==> src/rtl/rv_pkg.sv <==
// Shared RV32I core definitions: datapath width, the canonical NOP and the
// fetch-to-decode entry layout.
package rv_pkg;

  localparam int XLEN = 32;

  // addi x0, x0, 0
  localparam logic [XLEN-1:0] NOP_INSTR = 32'h0000_0013;

  typedef struct packed {
    logic [XLEN-1:0] pc;
    logic [XLEN-1:0] pc_plus4;
    logic [XLEN-1:0] instr;
  } fetch_entry_t;

endpackage

==> src/rtl/fetch_buffer_mem.sv <==
// Register array of fetch entries: one synchronous write port and one
// asynchronous read port feeding the decode stage.
module fetch_buffer_mem
  import rv_pkg::*;
#(
  parameter int DEPTH = 4,
  localparam int AW   = $clog2(DEPTH)
) (
  input  logic         clk,
  input  logic         we,
  input  logic [AW-1:0] waddr,
  input  fetch_entry_t wdata,
  input  logic [AW-1:0] raddr,
  output fetch_entry_t rdata
);

  fetch_entry_t mem_q [DEPTH];

  // NOTE: storage is deliberately not reset; validity is tracked by the
  // pointers and count, so a reset here would only cost area and routing.
  always_ff @(posedge clk) begin
    if (we) mem_q[waddr] <= wdata;
  end

  assign rdata = mem_q[raddr];

endmodule

==> src/rtl/fetch_buffer.sv <==
// Instruction fetch buffer between fetch and decode: a small FIFO of
// {pc, pc_plus4, instr} entries with back-pressure and flush on redirect.
module fetch_buffer
  import rv_pkg::*;
#(
  parameter int WIDTH = 32,
  parameter int DEPTH = 4
) (
  input  logic                   clk,
  input  logic                   rst,
  input  logic                   in_valid,
  input  logic [WIDTH-1:0]       in_pc,
  input  logic [WIDTH-1:0]       in_pc_plus4,
  input  logic [WIDTH-1:0]       in_instr,
  output logic                   in_ready,
  input  logic                   flush,
  output logic                   out_valid,
  output logic [WIDTH-1:0]       out_pc,
  output logic [WIDTH-1:0]       out_pc_plus4,
  output logic [WIDTH-1:0]       out_instr,
  input  logic                   out_ready,
  output logic [$clog2(DEPTH):0] count
);

  localparam int AW = $clog2(DEPTH);
  localparam int CW = AW + 1;

  logic [AW-1:0] wr_ptr_q, wr_ptr_d;
  logic [AW-1:0] rd_ptr_q, rd_ptr_d;
  logic [CW-1:0] count_q, count_d;
  logic          push, pop;
  fetch_entry_t  wr_entry, rd_entry;

  // Full check ignores a same-cycle pop so the PC enable never depends on decode.
  assign in_ready  = (count_q != CW'(DEPTH));
  assign out_valid = (count_q != '0);
  assign push      = in_valid && in_ready && !flush;
  assign pop       = out_valid && out_ready && !flush;

  // NOTE: every next-state signal gets its hold value first, so no path
  // through this block can leave one unassigned and infer a latch.
  always_comb begin
    wr_ptr_d = wr_ptr_q;
    rd_ptr_d = rd_ptr_q;
    count_d  = count_q;
    if (flush) begin
      wr_ptr_d = '0;
      rd_ptr_d = '0;
      count_d  = '0;
    end else begin
      if (push) wr_ptr_d = wr_ptr_q + AW'(1);
      if (pop)  rd_ptr_d = rd_ptr_q + AW'(1);
      unique case ({push, pop})
        2'b10:   count_d = count_q + CW'(1);
        2'b01:   count_d = count_q - CW'(1);
        default: count_d = count_q;
      endcase
    end
  end

  // NOTE: state registers use non-blocking assignments so all flops sample
  // their inputs from the same pre-edge values.
  always_ff @(posedge clk or negedge rst) begin
    if (!rst) begin
      wr_ptr_q <= '0;
      rd_ptr_q <= '0;
      count_q  <= '0;
    end else begin
      wr_ptr_q <= wr_ptr_d;
      rd_ptr_q <= rd_ptr_d;
      count_q  <= count_d;
    end
  end

  assign wr_entry = '{pc:       XLEN'(in_pc),
                      pc_plus4: XLEN'(in_pc_plus4),
                      instr:    XLEN'(in_instr)};

  fetch_buffer_mem #(.DEPTH(DEPTH)) u_mem (
    .clk   (clk),
    .we    (push),
    .waddr (wr_ptr_q),
    .wdata (wr_entry),
    .raddr (rd_ptr_q),
    .rdata (rd_entry)
  );

  // An empty buffer presents a NOP so decode never sees stale storage.
  always_comb begin
    out_pc       = '0;
    out_pc_plus4 = '0;
    out_instr    = WIDTH'(NOP_INSTR);
    if (out_valid) begin
      out_pc       = WIDTH'(rd_entry.pc);
      out_pc_plus4 = WIDTH'(rd_entry.pc_plus4);
      out_instr    = WIDTH'(rd_entry.instr);
    end
  end

  assign count = count_q;

endmodule

==> config.mk <==
export PLATFORM = sky130hd
export DESIGN_NAME = fetch_buffer
export DESIGN_NICKNAME = d
export VERILOG_FILES = /design/src/rtl/rv_pkg.sv /design/src/rtl/fetch_buffer_mem.sv /design/src/rtl/fetch_buffer.sv
export SDC_FILE = /design/constraint.sdc
export NUM_CORES = 1
export LEC_CHECK = 0
export CAP_MARGIN = 20
export CORE_MARGIN = 8
export CORE_UTILIZATION = 55
export CTS_CLUSTER_SIZE = 10
export DETAILED_ROUTE_END_ITERATION = 6
export PLACE_DENSITY = 0.8
export SLEW_MARGIN = 25
export SYNTH_ARGS = -nofsm -noshare
export SYNTH_HDL_FRONTEND = slang
export SYNTH_SLANG_ARGS = --single-unit
==> constraint.sdc <==
create_clock -name clk -period 4.01 [get_ports clk]
set_input_delay 0.401 -clock clk [delete_from_list [all_inputs] [get_ports clk]]
set_output_delay 0.401 -clock clk [all_outputs]
set_load 0.02 [all_outputs]
==> Word level (Yosys, flattened, before mapping) <==
Memories as Yosys holds them, arrays and structs flattened.
Cells that the tools add are included.
{ "op_classes": {"n_mux": 11, "n_eq_ne": 3, "n_addsub": 4, "n_reduce_logical": 9} }
{ "op_table": {"columns": ["op", "n"], "rows": [
  ["$mux W32", 3],
  ["$mux W2", 4],
  ["$pmux W3 S2", 1],
  ["$reduce_bool A3 Y1", 2],
  ["$add A2 B1 Y2 const B", 2],
  ["$logic_and A1 B1 Y1", 4],
  ["$reduce_bool A2 Y1", 2],
  ["$add A3 B1 Y3 const B", 1],
  ["$mux W3", 1],
  ["$ne A3 B3 Y1 const B", 1],
  ["$sub A3 B1 Y3 const B", 1],
  ["$eq A2 B1 Y1 const B", 1],
  ["$eq A2 B2 Y1 const B", 1],
  ["$mux W1", 2],
  ["$logic_not A1 Y1", 1]
]} }
{ "word_totals": {"register_bits": 7, "inputBits": 101, "elab_cells": 31, "mem_bits_rw": 384, "n_memories": 1} }
{ "memory_table": {"columns": ["name", "depth", "width", "read_ports", "rd_ports_with_merged_regs", "write_ports", "line_no", "text"], "rows": [
  ["u_mem.mem_q", 4, 96, 1, 0, 1, "fetch_buffer_mem.sv:17", "fetch_entry_t mem_q [DEPTH];"]
]} }

==> Logic depth before layout (Yosys ltp) <==
Gate-level depths: netlist of the first run.
{ "depth": {"depth_word": 6, "depth_mapped": 7, "ltp_nobuf": 6} }

==> By module <==
From an unflattened synthesis of the first run, not the netlist that was laid out.
{ "unflattened": {"cells_unflattened": 670, "hier_area_um2": 15067.0} }
{ "by_module_without_submodules": {"columns": ["mod", "area_each_um2", "n_inst", "cells_per_inst"], "rows": [
  ["fetch_buffer_mem", 13889.6, 1, 506],
  ["fetch_buffer", 1177.4, 1, 164]
]} }

==> Worst setup path after synthesis of the first run <==
Ideal clock, no wire load.
{ "synth_timing": {"path_type": "register to register", "from": "register count_q[0] (netlist: count[0])", "to": "memory u_mem.mem_q[2][0] (netlist bit) (enable)", "period_less_slack_ns": 3.824, "setup_slack_ns": 0.186, "path_stages_with_launch": 5, "arrival_ns": 3.358, "n_path_buf": 1, "setup_ns": 0.466, "cell_sequence": "dfrtp_1 buf_2 nor3b_2 nor3_1 and2_1"} }
{ "synth_via": {"elab_chain_len": 5} }
{ "synth_lines": {"columns": ["element", "line_no", "text"], "rows": [
  ["start, declared", "fetch_buffer.sv:30", "logic [CW-1:0] count_q, count_d;"],
  ["start signal, assigned", "fetch_buffer.sv:71", "count_q <= count_d;"],
  ["$ne A3 B3 Y1", "fetch_buffer.sv:35", "assign in_ready = (count_q != CW'(DEPTH));"],
  ["$logic_and A1 B1 Y1 (2 in a row)", "fetch_buffer.sv:37", "assign push = in_valid && in_ready && !flush;"],
  ["$mux W1", "fetch_buffer_mem.sv:22", "if (we) mem_q[waddr] <= wdata;"],
  ["$mux W1 (implied by the code)", "fetch_buffer_mem.sv:22", null],
  ["end, declared", "fetch_buffer_mem.sv:17", null]
]} }
No other way between the ends.

==> Final worst setup path of the first run <==
{ "layout_timing": {"from": "register count_q[0] (netlist: count[0])", "to": "output port out_instr[14]"} }
{ "layout_via": {"elab_chain_len": 2} }
{ "layout_lines": {"columns": ["element", "line_no", "text"], "rows": [
  ["$reduce_bool A3 Y1", "fetch_buffer.sv:36", "assign out_valid = (count_q != '0);"],
  ["$mux W32", "fetch_buffer.sv:93", "if (out_valid) begin"],
  ["end, declared", "fetch_buffer.sv:20", "output logic [WIDTH-1:0] out_instr,"]
]} }
No other way between the ends.

==> results.yml, run 1 <==
yosys:
  async_flop_share_pct: 1.79
  synth-seq-cells: 391
  synthCells: 672
  synth_edf_count: 384
  synth.distinct_cells: 36
  ys.flop_type: "edfxtp_1"
  postSynthAreaPerCell_sq_um: 22.4
  synth-seq-area-share_pct: 77.8
  synth_area_sq_um: 15000
  syn-num-nets: 778
  synth_warnings: 0
clocking:
  cts_sinks: 391
  root_buffer: "clkbuf_16"
  ctsHoldBuffers: 0
  cts_htree_levels: 2
  cts_resized: 0
  numCtsBuffers: 45
  insertion_delay_ns: 0.54
  post_cts_buffers: 0
  cts_tree: "done"
  clk_pin_slew_ns: 0.05
  cts_buffer_depth: 3
routing:
  drtIter0Drc: 625
  final_antenna_net_count: 0
  drc_errors: 0
  routed_wl_mm: 30.1
  dr.pass1.iters: 6
  vias: 7276
  post_drt_wl_per_cell_um: 23.9
  vias_per_cell: 5.77
layout:
  fillers: 1659
  drive_gt1_share_pct: 18.7
  syn2layout_area_growth_pct: 25.0
  stdcell_count: 1260
  final_nets: 1005
  final_common_cell: "edfxtp_1"
  antennaDiodeCount: 0
  mostFrequentLayoutCells: "384 x edfxtp_1, 201 x clkdlybuf4s50_1, 96 x mux4_2"
timing:
  slew_headroom_pct: 48.2
  grt_setup_unrepaired: "no"
  clock_skew_ns: 0.0220
  finalHoldViolCount: 0
  period_share_pct: 86.3
  min_period_ns: 3.46
  drv_slew: 0
  tightest_slew_ns: 0.775
  setup_viol: 0
  fin_tns_setup_ns: 0
  maxClockFrequency_mhz: 289
setup_path:
  critPathMaxFanout: 52
  crit_path_top_delay_cell: "dfrtp_1"
  end_kind: "output port"
  critPathKind: "register to output port"
  rrSetupSlack_ns: 1.40
  cp_slowest_stage_delay_ns: 0.65
  endpoint: "out_instr[14]"
  cp_num_cells: 5
  path_delay_family: "buffers and inverters"
  cp-start-kind: "register"
  reg2reg_to: "u_mem.mem_q[1][61]"
  r2r_cells: 4
  worstPathArrival_ns: 3.06
  path_cells: "nor3_2 -> inv_2 -> buf_12 -> and2_1 -> clkdlybuf4s50_1"
  critical_path_buf_inv_count: 3
  crit_start: "count[0]"
  required_ns: 3.61
  r2r_start: "count[0]"
power_and_ir_drop:
  finalPower_mw: 10.4
  powerDensity_nw_per_um2: 553
  power_leakage_nw: 5.96
  ir_drop_uv: 340
floorplan:
  design.portCount: 202
  rows: 60
  core_area_sq_um: 26900
  dieHeight_um: 181
  die_w_um: 181
  start_util_pct: 56.0
  floorplan.die_area_sq_um: 32900
placement:
  dp.cells: 1193
  gp_congestion: 0.763
  portBuffers: 201
  hpwl_mm: 18.6
global_route:
  overflow: 0
  antenna_found_initial: 3
  grt_pass1_wl_mm: 46.5
  grt_max_degree: 53
  track_usage_pct: 18.3
  grt_pass1_vias: 7944
hold_path:
  hold_path_class: "input pin to async pin"
status:
  outcome: "finished clean"
run:
  maxCapViolCount: 0
[worst register-to-register path, cell delays in order (launching register included)]
cell	delay [ns]
dfrtp_1	0.65
nor3b_2	0.14
nor3_1	0.51
and2_4	0.56
buf_4	0.41
[cells in the mapped netlist, drive strengths merged (3+ instances only)]
cell / number / share of area [%]
edfxtp: 384 / 77
and2: 97 / 4.0
mux4: 96 / 14
buf: 20 / 0.90
clkbuf: 17 / 0.42
dfrtp: 7 / 1.2
inv: 6 / 0.15
nor2: 5 / 0.12
ha: 4 / 0.33
a21oi: 3 / 0.10
nor3: 3 / 0.13
or2: 3 / 0.12
xor2: 3 / 0.17
[layout make-up]
cell class	count	area, sq um	area share, %
flip-flops and latches	391	11700	62.3
multi-input cells	238	3130	16.6
repair buffers	217	2260	12.0
clock buffers	65	1240	6.61
well taps	341	427	2.27
inverters	6	22.5	0.120
clock inverters	2	16.3	0.0865
[report_power, final]
part           leakage (nW)  switching, mW  internal [mW]
registers              3.58          0.101           4.64
logic                  1.78           1.04           1.10
clock network         0.605           1.41           2.12
total                  5.96           2.55           7.85
[cells by family (layout without fill, tap and decap cells)]
| family | Yosys count | after routing | share of synthesized area [%] |
|---|---|---|---|
| AOI/OAI and AO/OA | 16 | 16 | 0.765 |
| xor gates and xnor gates | 3 | 3 | 0.175 |
| adders and majority gates | 5 | 5 | 0.466 |
| buffers and inverters | 43 | 290 | 1.47 |
| DFF | 391 | 391 | 77.8 |
| muxes | 97 | 97 | 14.4 |
| and+or+nand+nor | 117 | 117 | 4.87 |
[how the worst min path moves through the flow]
stage	cells after the start	to	from	slack (ns)
2_1_floorplan	0	count[0]	rst	0.11
3_3_place_gp	2	wr_ptr_q[0]	wr_ptr_q[0]	0.58
3_5_place_dp	2	wr_ptr_q[0]	wr_ptr_q[0]	0.60
4_1_cts	1	count[0]	rst	0.16
5_1_grt	1	rd_ptr_q[1]	rst	0.17
6_report	1	count[0]	rst	0.16
[metal layers]
metal  up-vias  routed length, um  GRT usage, %
met5         -                 36             0
met3        56               2210          5.09
met4         6                542          4.92
met1      3731              12500          24.3
met2       299              14800          29.8
li1       3184                  -             -
[state kept, by name, indices dropped and copies added, names as in the netlist]
| register | flops |
|---|---|
| wr_ptr_q | 2 |
| count | 3 |
| u_mem.mem_q | 384 |
| rd_ptr_q | 2 |
[stage by stage]
stage / hold slack, ns / utilization [%] / cell area [sq um] / setup slack (ns)
detailed placement: 0.601 / 65.3 / 17500 / 0.833
global placement: 0.580 / 65.3 / 17500 / 0.980
CTS: 0.157 / 70.0 / 18800 / 0.484
floorplan: 0.105 / - / 15000 / 0.186
global route: 0.165 / 70.0 / 18800 / 0.367
finish: 0.158 / 70.0 / 18800 / 0.550
(Power assumes the default switching activity.)
==> inputs of run 2 (changes only) <==
--- a/config.mk
+++ b/config.mk
@@ -15,3 +15,4 @@
 export SYNTH_ARGS = -nofsm -noshare
 export SYNTH_HDL_FRONTEND = slang
 export SYNTH_SLANG_ARGS = --single-unit
+export TNS_END_PERCENT = 1
==> results of run 2 <==
Final layout, timing and power as in run 1 (identical DEF).
